$ cat src/rtl/exe_mem_req_pkg.sv
// exe_mem_req_pkg: shared field indices, access sizes and FSM encoding for the EXE memory request unit
package exe_mem_req_pkg;
    localparam int MEM_WE = 7, LD_B = 6, LD_H = 5, LD_W = 4, LD_SE = 3, ST_B = 2, ST_H = 1, ST_W = 0;
    localparam int EXC_INT = 6, EXC_ADEF = 5, EXC_ALE = 4, EXC_BRK = 3, EXC_INE = 2, EXC_SYS = 1, EXC_ERTN = 0;
    localparam logic [1:0] SIZE_B = 2'd0, SIZE_H = 2'd1, SIZE_W = 2'd2;
    typedef enum logic [1:0] {S_IDLE = 2'd0, S_REQ = 2'd1, S_DONE = 2'd2, S_DRAIN = 2'd3} state_t;
endpackage

$ cat src/rtl/exe_mem_req_if.sv
// exe_mem_req_if: data-side SRAM-like request/response bus
interface exe_mem_req_if;
    logic        req;
    logic        wr;
    logic [1:0]  size;
    logic [3:0]  wstrb;
    logic [31:0] addr;
    logic [31:0] wdata;
    logic        addr_ok;
    logic        data_ok;
    modport master(output req, wr, size, wstrb, addr, wdata, input addr_ok, data_ok);
    modport slave(input req, wr, size, wstrb, addr, wdata, output addr_ok, data_ok);
endinterface

$ cat src/rtl/exe_mem_req_store_align.sv
// store_align: access size, byte strobes, lane-replicated store data and misalignment from the low address bits
module store_align
    import exe_mem_req_pkg::*;
(
    input  logic [1:0]  addr_lo,
    input  logic        ld_b,
    input  logic        ld_h,
    input  logic        ld_w,
    input  logic        st_b,
    input  logic        st_h,
    input  logic        st_w,
    input  logic [31:0] rkd,
    output logic [1:0]  size,
    output logic [3:0]  wstrb,
    output logic [31:0] wdata,
    output logic        ale
);
    logic is_b, is_h, is_w;
    always_comb begin
        is_b  = ld_b | st_b;
        is_h  = ld_h | st_h;
        is_w  = ld_w | st_w;
        size  = is_b ? SIZE_B : is_h ? SIZE_H : SIZE_W;
        ale   = (is_h & addr_lo[0]) | (is_w & (|addr_lo));
        wstrb = st_b ? 4'b0001 << addr_lo : st_h ? (addr_lo[1] ? 4'b1100 : 4'b0011) : st_w ? 4'b1111 : 4'b0000;
        wdata = is_b ? {4{rkd[7:0]}} : is_h ? {2{rkd[15:0]}} : rkd;
    end
endmodule

$ cat src/rtl/exe_mem_req.sv
// exe_mem_req: EXE stage latch, address/ALE formation, data SRAM request issue and flush drain
module exe_mem_req
    import exe_mem_req_pkg::*;
(
    input  logic        clk,
    input  logic        resetn,
    input  logic        id_to_exe_valid,
    output logic        exe_allowin,
    input  logic [31:0] id_pc,
    input  logic [31:0] id_alu_result,
    input  logic [31:0] id_base,
    input  logic [31:0] id_offset,
    input  logic        id_res_from_mem,
    input  logic [7:0]  id_mem_all,
    input  logic [31:0] id_rkd_value,
    input  logic [5:0]  id_rf_all,
    input  logic [6:0]  id_exc_rf,
    output logic        exe_ready_go,
    output logic        exe_to_mem_valid,
    input  logic        mem_allowin,
    output logic [31:0] exe_pc,
    output logic [31:0] exe_result,
    output logic [31:0] exe_rkd_value,
    output logic        exe_res_from_mem,
    output logic [7:0]  exe_mem_all,
    output logic [5:0]  exe_rf_all,
    output logic [6:0]  exe_exc_rf,
    input  logic        cancel_exc_ertn,
    input  logic        mem_exc_flush,
    exe_mem_req_if.master data_sram
);
    state_t      state, state_nxt;
    logic        exe_valid, latch, acc, is_mem_in, ale_in, go_req;
    logic [1:0]  cnt, cnt_nxt, size_in, size_q;
    logic [3:0]  wstrb_in, wstrb_q;
    logic [31:0] addr_in, wdata_in, wdata_q;
    logic [6:0]  exc_in;

    assign addr_in = id_base + id_offset;

    store_align u_align (
        .addr_lo(addr_in[1:0]),
        .ld_b(id_mem_all[LD_B]), .ld_h(id_mem_all[LD_H]), .ld_w(id_mem_all[LD_W]),
        .st_b(id_mem_all[ST_B]), .st_h(id_mem_all[ST_H]), .st_w(id_mem_all[ST_W]),
        .rkd(id_rkd_value),
        .size(size_in), .wstrb(wstrb_in), .wdata(wdata_in), .ale(ale_in)
    );

    always_comb begin
        exc_in            = id_exc_rf;
        exc_in[EXC_ALE]   = id_exc_rf[EXC_ALE] | ale_in;
        is_mem_in         = id_res_from_mem | id_mem_all[MEM_WE];
        go_req            = is_mem_in & ~(|exc_in) & ~mem_exc_flush;
        data_sram.req     = resetn & (state == S_REQ) & (cnt != 2'd2);
        data_sram.wr      = exe_mem_all[MEM_WE];
        data_sram.size    = size_q;
        data_sram.wstrb   = wstrb_q;
        data_sram.addr    = exe_result;
        data_sram.wdata   = wdata_q;
        acc               = data_sram.req & data_sram.addr_ok;
        cnt_nxt           = cnt + {1'b0, acc} - {1'b0, data_sram.data_ok};
        // only a still-unaccepted request holds the instruction; a dropped one passes through to MEM
        exe_ready_go      = exe_valid & (state != S_REQ);
        exe_to_mem_valid  = exe_valid & exe_ready_go;
        exe_allowin       = (state != S_DRAIN) & (~exe_valid | (exe_ready_go & mem_allowin));
        latch             = exe_allowin & id_to_exe_valid & ~cancel_exc_ertn;
        state_nxt         = state;
        if (cancel_exc_ertn)
            state_nxt = (cnt_nxt != 2'd0) ? S_DRAIN : S_IDLE;
        else if (latch)
            state_nxt = go_req ? S_REQ : S_IDLE;
        else if (state == S_REQ)
            state_nxt = acc ? S_DONE : mem_exc_flush ? S_IDLE : S_REQ;
        else if (state == S_DONE && mem_allowin)
            state_nxt = S_IDLE;
        else if (state == S_DRAIN && cnt_nxt == 2'd0)
            state_nxt = S_IDLE;
    end

    always_ff @(posedge clk) begin
        if (!resetn) begin
            state            <= S_IDLE;
            cnt              <= 2'd0;
            exe_valid        <= 1'b0;
            exe_pc           <= '0;
            exe_result       <= '0;
            exe_rkd_value    <= '0;
            exe_res_from_mem <= 1'b0;
            exe_mem_all      <= '0;
            exe_rf_all       <= '0;
            exe_exc_rf       <= '0;
            size_q           <= '0;
            wstrb_q          <= '0;
            wdata_q          <= '0;
        end else begin
            state     <= state_nxt;
            cnt       <= cnt_nxt;
            exe_valid <= cancel_exc_ertn ? 1'b0 : exe_allowin ? id_to_exe_valid : exe_valid;
            if (latch) begin
                exe_pc           <= id_pc;
                exe_result       <= is_mem_in ? addr_in : id_alu_result;
                exe_rkd_value    <= id_rkd_value;
                exe_res_from_mem <= id_res_from_mem;
                exe_mem_all      <= id_mem_all;
                exe_rf_all       <= id_rf_all;
                exe_exc_rf       <= exc_in;
                size_q           <= size_in;
                wstrb_q          <= wstrb_in;
                wdata_q          <= wdata_in;
            end
        end
    end
endmodule
$ cat src/flat_wrapper.sv
// flat-port wrapper written by rule: the top's interface ports become plain ports
module exe_mem_req_flat import exe_mem_req_pkg::*;
  (clk, resetn, id_to_exe_valid, exe_allowin, id_pc, id_alu_result, id_base, id_offset, id_res_from_mem, id_mem_all, id_rkd_value, id_rf_all, id_exc_rf, exe_ready_go, exe_to_mem_valid, mem_allowin, exe_pc, exe_result, exe_rkd_value, exe_res_from_mem, exe_mem_all, exe_rf_all, exe_exc_rf, cancel_exc_ertn, mem_exc_flush, data_sram_req, data_sram_wr, data_sram_size, data_sram_wstrb, data_sram_addr, data_sram_wdata, data_sram_addr_ok, data_sram_data_ok);
  exe_mem_req_if data_sram_i ();
  input  logic clk;
  input  logic resetn;
  input  logic id_to_exe_valid;
  output logic exe_allowin;
  input  logic [31:0] id_pc;
  input  logic [31:0] id_alu_result;
  input  logic [31:0] id_base;
  input  logic [31:0] id_offset;
  input  logic id_res_from_mem;
  input  logic [7:0] id_mem_all;
  input  logic [31:0] id_rkd_value;
  input  logic [5:0] id_rf_all;
  input  logic [6:0] id_exc_rf;
  output logic exe_ready_go;
  output logic exe_to_mem_valid;
  input  logic mem_allowin;
  output logic [31:0] exe_pc;
  output logic [31:0] exe_result;
  output logic [31:0] exe_rkd_value;
  output logic exe_res_from_mem;
  output logic [7:0] exe_mem_all;
  output logic [5:0] exe_rf_all;
  output logic [6:0] exe_exc_rf;
  input  logic cancel_exc_ertn;
  input  logic mem_exc_flush;
  output wire logic [$bits(data_sram_i.req)-1:0] data_sram_req;
  output wire logic [$bits(data_sram_i.wr)-1:0] data_sram_wr;
  output wire logic [$bits(data_sram_i.size)-1:0] data_sram_size;
  output wire logic [$bits(data_sram_i.wstrb)-1:0] data_sram_wstrb;
  output wire logic [$bits(data_sram_i.addr)-1:0] data_sram_addr;
  output wire logic [$bits(data_sram_i.wdata)-1:0] data_sram_wdata;
  input wire logic [$bits(data_sram_i.addr_ok)-1:0] data_sram_addr_ok;
  input wire logic [$bits(data_sram_i.data_ok)-1:0] data_sram_data_ok;
  assign data_sram_req = data_sram_i.req;
  assign data_sram_wr = data_sram_i.wr;
  assign data_sram_size = data_sram_i.size;
  assign data_sram_wstrb = data_sram_i.wstrb;
  assign data_sram_addr = data_sram_i.addr;
  assign data_sram_wdata = data_sram_i.wdata;
  assign data_sram_i.addr_ok = data_sram_addr_ok;
  assign data_sram_i.data_ok = data_sram_data_ok;
  exe_mem_req u_core (.clk(clk), .resetn(resetn), .id_to_exe_valid(id_to_exe_valid), .exe_allowin(exe_allowin), .id_pc(id_pc), .id_alu_result(id_alu_result), .id_base(id_base), .id_offset(id_offset), .id_res_from_mem(id_res_from_mem), .id_mem_all(id_mem_all), .id_rkd_value(id_rkd_value), .id_rf_all(id_rf_all), .id_exc_rf(id_exc_rf), .exe_ready_go(exe_ready_go), .exe_to_mem_valid(exe_to_mem_valid), .mem_allowin(mem_allowin), .exe_pc(exe_pc), .exe_result(exe_result), .exe_rkd_value(exe_rkd_value), .exe_res_from_mem(exe_res_from_mem), .exe_mem_all(exe_mem_all), .exe_rf_all(exe_rf_all), .exe_exc_rf(exe_exc_rf), .cancel_exc_ertn(cancel_exc_ertn), .mem_exc_flush(mem_exc_flush), .data_sram(data_sram_i));
endmodule
$ cat config.mk
export PLATFORM = sky130hd
export DESIGN_NAME = exe_mem_req_flat
export DESIGN_NICKNAME = d
export VERILOG_FILES = /design/src/rtl/exe_mem_req_pkg.sv /design/src/rtl/exe_mem_req_if.sv /design/src/rtl/exe_mem_req_store_align.sv /design/src/rtl/exe_mem_req.sv /design/src/flat_wrapper.sv
export SDC_FILE = /design/constraint.sdc
export NUM_CORES = 1
export LEC_CHECK = 0
export ABC_CLOCK_PERIOD_IN_PS = 8700
export BUFFER_PORTS_ARGS = -buffer_cell sky130_fd_sc_hd__buf_2
export CAP_MARGIN = 20
export CORE_AREA = 2 2 148 150
export DETAILED_ROUTE_END_ITERATION = 10
export DIE_AREA = 0 0 150 152
export PLACE_DENSITY_LB_ADDON = 0.12
export SYNTH_ARGS = -nofsm -noshare
export SYNTH_HDL_FRONTEND = slang
export SYNTH_SLANG_ARGS = --single-unit
export TNS_END_PERCENT = 10
$ cat constraint.sdc
create_clock -name clk -period 8.7 [get_ports clk]
set_input_delay 2.175 -clock clk [delete_from_list [all_inputs] [get_ports clk]]
set_output_delay 2.175 -clock clk [all_outputs]
set_load 0.02 [all_outputs]
* Word-level counts from Yosys, hierarchy flattened
Index checks and enable logic that the tools add are counted.
Operators by class: add/sub/neg operators 3, eq/ne operators 6, shift operators 1, mux-type cells 18, bitwise gates (word level) 25, reductions and logical operators 8
Operators by type and width (number):
- $mux W32 | 3
- $add A32 B32 Y32 | 1
- $mux W2 | 9
- $mux W4 | 4
- $and A1 B1 Y1 | 13
- $or A1 B1 Y1 | 7
- $reduce_or A7 Y1 | 1
- $not A1 Y1 | 5
- $reduce_bool A5 Y1 | 1
- $eq A2 B2 Y1 const B | 2
- $ne A2 B2 Y1 const B | 2
- $reduce_or A2 Y1 | 2
- $shl A1 B2 Y4 const A | 1
- $add A2 B1 Y2 | 1
- $eq A2 B1 Y1 const B | 1
- $logic_and A1 B1 Y1 | 2
- $logic_not A2 Y1 | 1
- $mux W1 | 2
- $ne A2 B1 Y1 const B | 1
- $reduce_bool A2 Y1 | 1
- $sub A2 B1 Y2 | 1
Word-level totals: flip-flop bits (word level) 161, word-level logic and storage cells 74

* Longest topological paths before layout
Gate-level depths: netlist of the first run.
depth in word-level cells 13, gate-level depth with buffers 11, depth with buffers taken out 11

* Cells and area by module
Synthesis of the first run repeated with hierarchy kept, for this count alone.
Unflattened totals: cell total of the unflattened synthesis 1153, area, all modules 8564.5 um^2
By module, submodules not included:
- exe_mem_req | times used 1, cells an instance 1075, area an instance 8070.2 um^2
- store_align | times used 1, cells an instance 78, area an instance 494.2 um^2

* Worst setup path after synthesis of the first run
No wires, ideal clock.
path kind input -> output, from in mem_allowin, to out exe_allowin, arrival 2.579 ns, required time 6.525 ns, path slack 3.946 ns, stages on the path 2, path buffers 0, cells stage by stage inv_1 a21oi_1
Between the ends: cells in the longest elaborated chain, start to end 3
Ends and longest elaborated chain:
- start: declaration | RTL line flat_wrapper.sv:20 | input logic mem_allowin;
- $and A1 B1 Y1 | RTL line exe_mem_req.sv:65 | exe_allowin = (state != S_DRAIN) & (~exe_valid | (exe_ready_go & mem_allowin));
- $or A1 B1 Y1 | RTL line exe_mem_req.sv:65
- $and A1 B1 Y1 | RTL line exe_mem_req.sv:65
- end: declaration | RTL line flat_wrapper.sv:8 | output logic exe_allowin;
No other way between the ends.

* Worst setup path in the final report of the first run
from in resetn, to out data_sram_req
Between the ends: cells in the longest elaborated chain, start to end 2
Ends and longest elaborated chain:
- start: declaration | RTL line flat_wrapper.sv:6 | input logic resetn;
- $and A1 B1 Y1 (2 in a row) | RTL line exe_mem_req.sv:54 | data_sram.req = resetn & (state == S_REQ) & (cnt != 2'd2);
- end: declaration | RTL line flat_wrapper.sv:30 | output wire logic [$bits(data_sram_i.req)-1:0] data_sram_req;
No other way between the ends.

==> results of run 1 <==
[metal layers]
layer | vias to the layer above | global-route usage (%) | wire length [microns]
met5 | - | 0 | 0
met4 | 0 | 4.67 | 327
met3 | 20 | 5.29 | 1890
met2 | 276 | 38.9 | 13200
met1 | 3722 | 29.6 | 11800
li1 | 4118 | - | -
[power by group through the flow]
stage / clock network, W / registers, W / logic [W]
after global placement: 0 / 0.000800 / 0.000505
after floorplan: 0 / 0.000853 / 0.000293
after global routing: 0.000859 / 0.000792 / 0.000556
after CTS: 0.000827 / 0.000786 / 0.000508
final: 0.000814 / 0.000786 / 0.000505
after detailed placement: 0 / 0.000801 / 0.000506
[cells in the mapped netlist (all sizes together), types with 10 or more instances]
cell type	n	area, sq um
nand2	245	920
a21oi	157	790
dfxtp	153	3060
nor2	66	248
buf	63	408
clkbuf	45	170
o21ai	34	170
ha	33	413
inv	17	63.8
xnor2	17	149
nor3	16	90.1
a21o	14	105
a311oi	14	123
a211oi	12	90.1
mux2i	12	120
a31oi	11	68.8
xor2	11	96.3
and3	10	62.6
[logic make-up (layout without fill, tap and decap cells)]
kind of cell,after synthesis,count (layout),share of synthesized area [%]
xor gates and xnor gates,28,28,3.08
and+or+nand+nor,376,376,19.6
muxes,14,14,1.84
buffers and inverters,125,436,8.07
AOI/OAI and AO/OA,299,299,23.4
adders and majority gates,34,34,5.45
DFF,153,153,38.5
[worst reg2reg max path: cells and delay by family (launching register included)]
kind            cells  cell delay (ns)
simple gates        4             1.76
flops               1             0.35
compound gates      3             0.65
[worst paths after layout]
check	slack, ns	start	to	depth (start not counted)
hold / removal	0.45	u_core.exe_rkd_value[29]$_SDFFE_PN0P_	u_core.exe_rkd_value[29]$_SDFFE_PN0P_	2
setup / recovery	3.52	resetn	data_sram_req	3
hold reg to reg	0.45	u_core.exe_rkd_value[29]$_SDFFE_PN0P_	u_core.exe_rkd_value[29]$_SDFFE_PN0P_	2
setup reg to reg	5.86	u_core.state[1]$_SDFFE_PN0P_	u_core.data_sram.addr[28]$_SDFFE_PN0P_	7
[area by class of cell]
class / instances / area [sq um]
fill: 2260 / 11000
sequential: 153 / 3060
tap: 280 / 350
multi-input combinational: 751 / 4270
timing repair buffer: 387 / 1950
clock buffer: 18 / 439
inverter: 17 / 66.3
clock inverter: 14 / 204
[stage by stage]
stage / total power, W / instances
final: 0.00210 / 1620
after global routing: 0.00221 / 1620
after CTS: 0.00212 / 1620
after detailed placement: 0.00131 / 1588
after global placement: 0.00130 / 1588
after floorplan: 0.00115 / 1029
[flip-flops by register name (all words and copies together) (netlist names), 4 cells and up]
signal	count
u_core.data_sram.addr	32
u_core.data_sram.wdata	32
u_core.exe_pc	32
u_core.exe_rkd_value	24
u_core.exe_mem_all	8
u_core.exe_exc_rf	7
u_core.exe_rf_all	6
u_core.data_sram.wstrb	4
==> summary.json, run 1 <==
{
  "final.setup.tns": {"value": 0, "unit": "ns"},
  "clock_tree_from_tritoncts": {"value": "done"},
  "sw_frac_of_total": {"value": 32.8, "unit": "%"},
  "drv_cap": {"value": 0},
  "synth_seq_cells": {"value": 153},
  "final_core_util": {"value": 48.4, "unit": "%"},
  "boundaryPins": {"value": 383},
  "detail_route.wl_per_cell": {"value": 16.8, "unit": "microns"},
  "standard_cell_row_count": {"value": 54},
  "clock.fmax": {"value": 193, "unit": "MHz"},
  "cp_top_family": {"value": "buffers and inverters"},
  "postSynthNetCount": {"value": 1253},
  "nNetsFinal": {"value": 1551},
  "crit_type": {"value": "input port to primary output"},
  "route.detailed.vias_per_inst": {"value": 5.02},
  "cell_leakage_power": {"value": 4.92, "unit": "nW"},
  "detailroute.via_count": {"value": 8136},
  "grt_antenna_before_repair": {"value": 0},
  "synth_ff_type": {"value": "sky130_fd_sc_hd__dfxtp_1"},
  "final_area": {"value": 0.0103, "unit": "sq mm"},
  "post_route_cells_drive_above_1_share": {"value": 32.9, "unit": "%"},
  "synthesis.area_per_instance": {"value": 7.73, "unit": "sq um"},
  "comb_power_share": {"value": 24.0, "unit": "%"},
  "synth.yosys.warnings": {"value": 0},
  "fin_skew": {"value": 0.00935, "unit": "ns"},
  "clkPwrFrac": {"value": 38.7, "unit": "%"},
  "clk_path_buf_depth": {"value": 2},
  "antenna-diode-count": {"value": 0},
  "worst_slew_margin_rel": {"value": 27.7, "unit": "%"},
  "cts_setup_buffers": {"value": 0},
  "standard_cell_with_the_maximum_stage_delay_on_the_critical_path": {"value": "sky130_fd_sc_hd__buf_2"},
  "setup_viol_count_final": {"value": 0},
  "final_setup_margin": {"value": 3.52, "unit": "ns"},
  "most_frequent_standard_cell_in_the_layout_excluding_fill_and_tap_cells": {"value": "sky130_fd_sc_hd__buf_2"},
  "cts.hold.buffers_added": {"value": 0},
  "post_synth_num_cell_types": {"value": 62},
  "powerDensity": {"value": 204, "unit": "mW/mm^2"},
  "arrival_time_at_the_worst_endpoint": {"value": 3.00, "unit": "ns"},
  "gpl.final_weighted_congestion": {"value": 0.867},
  "overflow_left_after_global_routing": {"value": 0},
  "path_cells": {"value": "buf_2 -> and3_1 -> buf_2"},
  "detailed_place.area": {"value": 0.00970, "unit": "sq mm"},
  "clkSinkCount": {"value": 153},
  "path_max_fanout": {"value": 22},
  "endpoint_kind": {"value": "primary output"},
  "switchingPower": {"value": 0.000689, "unit": "W"},
  "timing.critical_path.buf_inv": {"value": 2},
  "htree_levels": {"value": 4},
  "synth_enable_flop_cells": {"value": 0},
  "first_global_vias": {"value": 7549},
  "p_r_area_growth_vs_syn": {"value": 30.1, "unit": "%"},
  "post-route-drc-count": {"value": 0},
  "power.share.sequential": {"value": 37.3, "unit": "%"},
  "initial_util": {"value": 37.2, "unit": "%"},
  "clkSlewWorstSetupHoldPaths": {"value": 0.06, "unit": "ns"},
  "ant_nets": {"value": 0},
  "drt_first_iter_violations": {"value": 462},
  "cts_inserted_buffers": {"value": 17},
  "fp.dieW": {"value": 150, "unit": "microns"},
  "rsz0062_at_grt": {"value": "no"},
  "hold_violations": {"value": 0},
  "post_cts.resized_instances": {"value": 0},
  "core_region_area": {"value": 0.0214, "unit": "sq mm"},
  "maximum_number_of_pins_on_one_net_before_global_route_repair": {"value": 107},
  "vdd_drop_max": {"value": 110, "unit": "uV"},
  "track_usage": {"value": 22.9, "unit": "%"},
  "grt_pass1_wl": {"value": 41400, "unit": "microns"},
  "hold_path.class": {"value": "register to register"},
  "most_used_cells_in_the_layout_excluding_fill_and_tap_cells": {"value": "sky130_fd_sc_hd__buf_2 (382), sky130_fd_sc_hd__nand2_1 (245), sky130_fd_sc_hd__a21oi_1 (156)"},
  "final.hold.worst_slack": {"value": 0.451, "unit": "ns"},
  "hpwlAfterDp": {"value": 19900, "unit": "microns"},
  "final_wirelength": {"value": 27200, "unit": "microns"},
  "critPathRequiredTime": {"value": 6.53, "unit": "ns"},
  "portBuffers": {"value": 382},
  "clkLatencyLatePin": {"value": 0.43, "unit": "ns"},
  "part_of_the_cycle_the_worst_path_needs": {"value": 59.5, "unit": "%"},
  "critPathMostFrequentCell": {"value": "sky130_fd_sc_hd__buf_2"},
  "dieHeight": {"value": 152, "unit": "microns"},
  "post-route-min-period": {"value": 5.18, "unit": "ns"},
  "worst_slew_pin_slew": {"value": 1.08, "unit": "ns"},
  "syn_inst": {"value": 1029},
  "power.internal": {"value": 0.00142, "unit": "W"},
  "drv_slew": {"value": 0},
  "startpoint_type": {"value": "input port"},
  "design.die.area": {"value": 0.0228, "unit": "sq mm"},
  "cts_root_buffer": {"value": "sky130_fd_sc_hd__clkbuf_16"},
  "result_of_the_run": {"value": "finished clean"},
  "syn_area": {"value": 0.00795, "unit": "sq mm"},
  "async_reset_ff_share": {"value": 0, "unit": "%"},
  "cpPeakStageDelay": {"value": 0.41, "unit": "ns"},
  "drt-pass1-iter-count": {"value": 5},
  "synth-seq-area-share": {"value": 38.5, "unit": "%"},
  "worst_setup_slack_after_placement": {"value": 3.53, "unit": "ns"}
}
(Power assumes the default switching activity.)
==> run 2, diff against run 1 <==
ABC_CLOCK_PERIOD_IN_PS = 4580   (was 8700)
clock period = 4.58 ns   (was 8.7 ns; I/O delays follow)
==> run 2 against run 1 <==
  * Combinational power up 91%
  * Register-to-register slack worse by 3.8 ns
  * Utilization up 0.18 points
  * Clock skew up 0.0036 ns
  * Routed wire length up 0.24%
  * Largest cell class unchanged
  * Sequential share of layout area down 0.11 points
  * Sequential power up 90%
  * Sequential cell count unchanged
  * Via count up 0.60%
  * Final cell count up 0.37%
  * Non-clock buffer count up 5
==> summary.json, run 2 (synthesis results as in run 1) <==
{
  "result_of_the_run": {"value": "finished clean"},
  "fin_skew": {"value": 0.0129, "unit": "ns", "change": "+0.00357 ns"},
  "clkPwrFrac": {"value": 38.3, "unit": "%", "change": "-0.4 points"},
  "placed_cells_incl_taps": {"value": 1593, "change": "+0.31%"},
  "power.internal": {"value": 0.00268, "unit": "W", "change": "+89%"},
  "cts_inserted_buffers": {"value": 17, "change": "unchanged"},
  "post-route-min-period": {"value": 3.33, "unit": "ns"},
  "design.die.area": {"value": 0.0228, "unit": "sq mm", "change": "unchanged"},
  "final.setup.tns": {"value": 0, "unit": "ns", "change": "unchanged"},
  "reg2reg_depth": {"value": 7, "change": "unchanged"},
  "maximum_number_of_pins_on_one_net_before_global_route_repair": {"value": 119, "change": "+11%"},
  "hpwlAfterDp": {"value": 19900, "unit": "microns", "change": "-0.10%"},
  "post_layout_instance_count_excluding_filler_cells": {"value": 1626, "change": "+0.37%"},
  "nNetsFinal": {"value": 1556, "change": "+0.32%"},
  "worst_setup_slack_after_placement": {"value": 0.824, "unit": "ns", "change": "-2.70 ns"},
  "r2r-end": {"value": "u_core.data_sram.addr[27]$_SDFFE_PN0P_"},
  "drt_first_iter_violations": {"value": 462, "change": "unchanged"},
  "worst_slew_margin_rel": {"value": 40.8, "unit": "%", "change": "+13 points"},
  "arrival_time_at_the_worst_endpoint": {"value": 3.66, "unit": "ns", "change": "+0.66 ns"},
  "fp.dieW": {"value": 150, "unit": "microns", "change": "unchanged"},
  "min_from": {"value": "u_core.exe_pc[27]$_SDFFE_PN0P_"},
  "cts.hold.buffers_added": {"value": 0, "change": "unchanged"},
  "final_area": {"value": 0.0104, "unit": "sq mm", "change": "+0.38%"},
  "hold_path.class": {"value": "register to register"},
  "post_route_cells_drive_above_1_share": {"value": 33.1, "unit": "%", "change": "+0.20 points"},
  "clkSinkCount": {"value": 153, "change": "unchanged"},
  "hold_violations": {"value": 0, "change": "unchanged"},
  "powerDensity": {"value": 383, "unit": "mW/mm^2", "change": "+88%"},
  "setup_viol_count_final": {"value": 0, "change": "unchanged"},
  "cell_leakage_power": {"value": 4.94, "unit": "nW", "change": "+0.52%"},
  "drt-pass1-iter-count": {"value": 6, "change": "+1"},
  "p_r_area_growth_vs_syn": {"value": 30.5, "unit": "%"},
  "ant_nets": {"value": 0, "change": "unchanged"},
  "worst_r2r_startpoint": {"value": "u_core.state[1]$_SDFFE_PN0P_"},
  "post_cts.resized_instances": {"value": 0, "change": "unchanged"},
  "grt_antenna_before_repair": {"value": 2, "change": "+2"},
  "gpl.final_weighted_congestion": {"value": 0.854, "change": "-1.5%"},
  "route.detailed.vias_per_inst": {"value": 5.03, "change": "+0.23%"},
  "rsz0062_at_grt": {"value": "no"},
  "detailroute.via_count": {"value": 8185, "change": "+0.60%"},
  "first_global_vias": {"value": 7536, "change": "-0.17%"},
  "comb_power_share": {"value": 24.3, "unit": "%", "change": "+0.3 points"},
  "crit_type": {"value": "input port to register"},
  "clkLatencyLatePin": {"value": 0.42, "unit": "ns", "change": "about the same"},
  "final_wirelength": {"value": 27300, "unit": "microns", "change": "+0.24%"},
  "clkSlewWorstSetupHoldPaths": {"value": 0.07, "unit": "ns", "change": "about the same"},
  "startpoint_type": {"value": "input port"},
  "post-route-drc-count": {"value": 0, "change": "unchanged"},
  "path_max_fanout": {"value": 4, "change": "-82%"},
  "drv_cap": {"value": 0, "change": "unchanged"},
  "cts_setup_buffers": {"value": 0, "change": "unchanged"},
  "part_of_the_cycle_the_worst_path_needs": {"value": 72.8, "unit": "%"},
  "track_usage": {"value": 23.2, "unit": "%", "change": "+0.26 points"},
  "whs_endpoint": {"value": "u_core.exe_pc[27]$_SDFFE_PN0P_"},
  "clk_path_buf_depth": {"value": 2, "change": "unchanged"},
  "standard_cell_row_count": {"value": 54, "change": "unchanged"},
  "portBuffers": {"value": 382, "change": "unchanged"},
  "sw_frac_of_total": {"value": 32.8, "unit": "%", "change": "about the same"},
  "core_region_area": {"value": 0.0214, "unit": "sq mm", "change": "unchanged"},
  "detail_route.wl_per_cell": {"value": 16.8, "unit": "microns", "change": "-0.13%"},
  "initial_util": {"value": 37.2, "unit": "%", "change": "unchanged"},
  "boundaryPins": {"value": 383, "change": "unchanged"},
  "htree_levels": {"value": 4, "change": "unchanged"},
  "hold-path-cell-count": {"value": 2, "change": "unchanged"},
  "power.share.sequential": {"value": 37.4, "unit": "%", "change": "about the same"},
  "switchingPower": {"value": 0.00130, "unit": "W", "change": "+89%"},
  "detailed_place.area": {"value": 0.00975, "unit": "sq mm", "change": "+0.52%"},
  "grt_pass1_wl": {"value": 41700, "unit": "microns", "change": "+0.60%"},
  "most_used_cells_in_the_layout_excluding_fill_and_tap_cells": {"value": "sky130_fd_sc_hd__buf_2 (382), sky130_fd_sc_hd__nand2_1 (245), sky130_fd_sc_hd__a21oi_1 (156)"},
  "final_setup_margin": {"value": 1.25, "unit": "ns", "change": "-2.27 ns"},
  "most_frequent_standard_cell_in_the_layout_excluding_fill_and_tap_cells": {"value": "sky130_fd_sc_hd__buf_2"},
  "clock_tree_from_tritoncts": {"value": "done"},
  "critPathRequiredTime": {"value": 4.91, "unit": "ns", "change": "-1.62 ns"},
  "overflow_left_after_global_routing": {"value": 0, "change": "unchanged"},
  "clock.fmax": {"value": 300, "unit": "MHz"},
  "dieHeight": {"value": 152, "unit": "microns", "change": "unchanged"},
  "vdd_drop_max": {"value": 190, "unit": "uV", "change": "+73%"},
  "cts_root_buffer": {"value": "sky130_fd_sc_hd__clkbuf_16"},
  "final.hold.worst_slack": {"value": 0.451, "unit": "ns", "change": "-0.000211 ns"},
  "endpoint_kind": {"value": "register"},
  "drv_slew": {"value": 0, "change": "unchanged"},
  "ff2ff_setup_slack": {"value": 2.04, "unit": "ns", "change": "-3.82 ns"},
  "worst_slew_pin_slew": {"value": 0.889, "unit": "ns", "change": "-0.196 ns"}
}
[run 2: per-stage QoR]
step	total power [W]	util [%]
floorplan	0.00218	-
global placement	0.00248	45.7
detailed placement	0.00249	45.7
CTS	0.00402	48.6
global route	0.00418	48.6
finish	0.00398	48.6
[run 2: critical path: stages]
cell                       delay, ns
sky130_fd_sc_hd__buf_2          0.10
sky130_fd_sc_hd__ha_1           0.21
sky130_fd_sc_hd__fa_1           0.40
sky130_fd_sc_hd__a21o_1         0.22
sky130_fd_sc_hd__a221oi_2       0.22
sky130_fd_sc_hd__buf_4          0.17
sky130_fd_sc_hd__o21a_1         0.19
sky130_fd_sc_hd__o21a_1         0.21
sky130_fd_sc_hd__o31ai_4        0.12
sky130_fd_sc_hd__a21oi_2        0.17
sky130_fd_sc_hd__mux2_4         0.31
sky130_fd_sc_hd__o32ai_2        0.19
[run 2: worst max-delay path by stage]
stage	startpoint	to	depth (start not counted)
floorplan	id_base[0]	u_core.data_sram.addr[28]$_SDFFE_PN0P_	10
global placement	id_base[0]	u_core.data_sram.addr[28]$_SDFFE_PN0P_	12
detailed placement	id_base[0]	u_core.data_sram.addr[28]$_SDFFE_PN0P_	12
CTS	id_base[0]	u_core.data_sram.addr[28]$_SDFFE_PN0P_	12
global route	id_base[0]	u_core.data_sram.addr[28]$_SDFFE_PN0P_	12
finish	id_base[0]	u_core.data_sram.addr[28]$_SDFFE_PN0P_	12
[run 2: power by group through the flow]
stage	Combinational [W]	Sequential, W	Clock (W)
after floorplan	0.000557	0.00162	0
after global placement	0.000965	0.00152	0
after detailed placement	0.000967	0.00152	0
after CTS	0.000971	0.00149	0.00156
after global routing	0.00106	0.00150	0.00162
final	0.000965	0.00149	0.00152
[run 2: cell type report]
class	count	area, sq um
fillers	2264	11000
inverters	17	66.3
clock buffers	17	425
well taps	280	350
diodes	2	5.00
repair buffers	392	2000
clock inverters	14	201
multi-input cells	751	4270
flip-flops and latches	153	3060
[run 2: per-layer routing]
metal  global-route usage [%]  share of wire [%]
met4                     5.17                1.2
met2                     38.6                 48
met5                        0                  0
met3                     5.11                7.2
met1                     30.6                 44
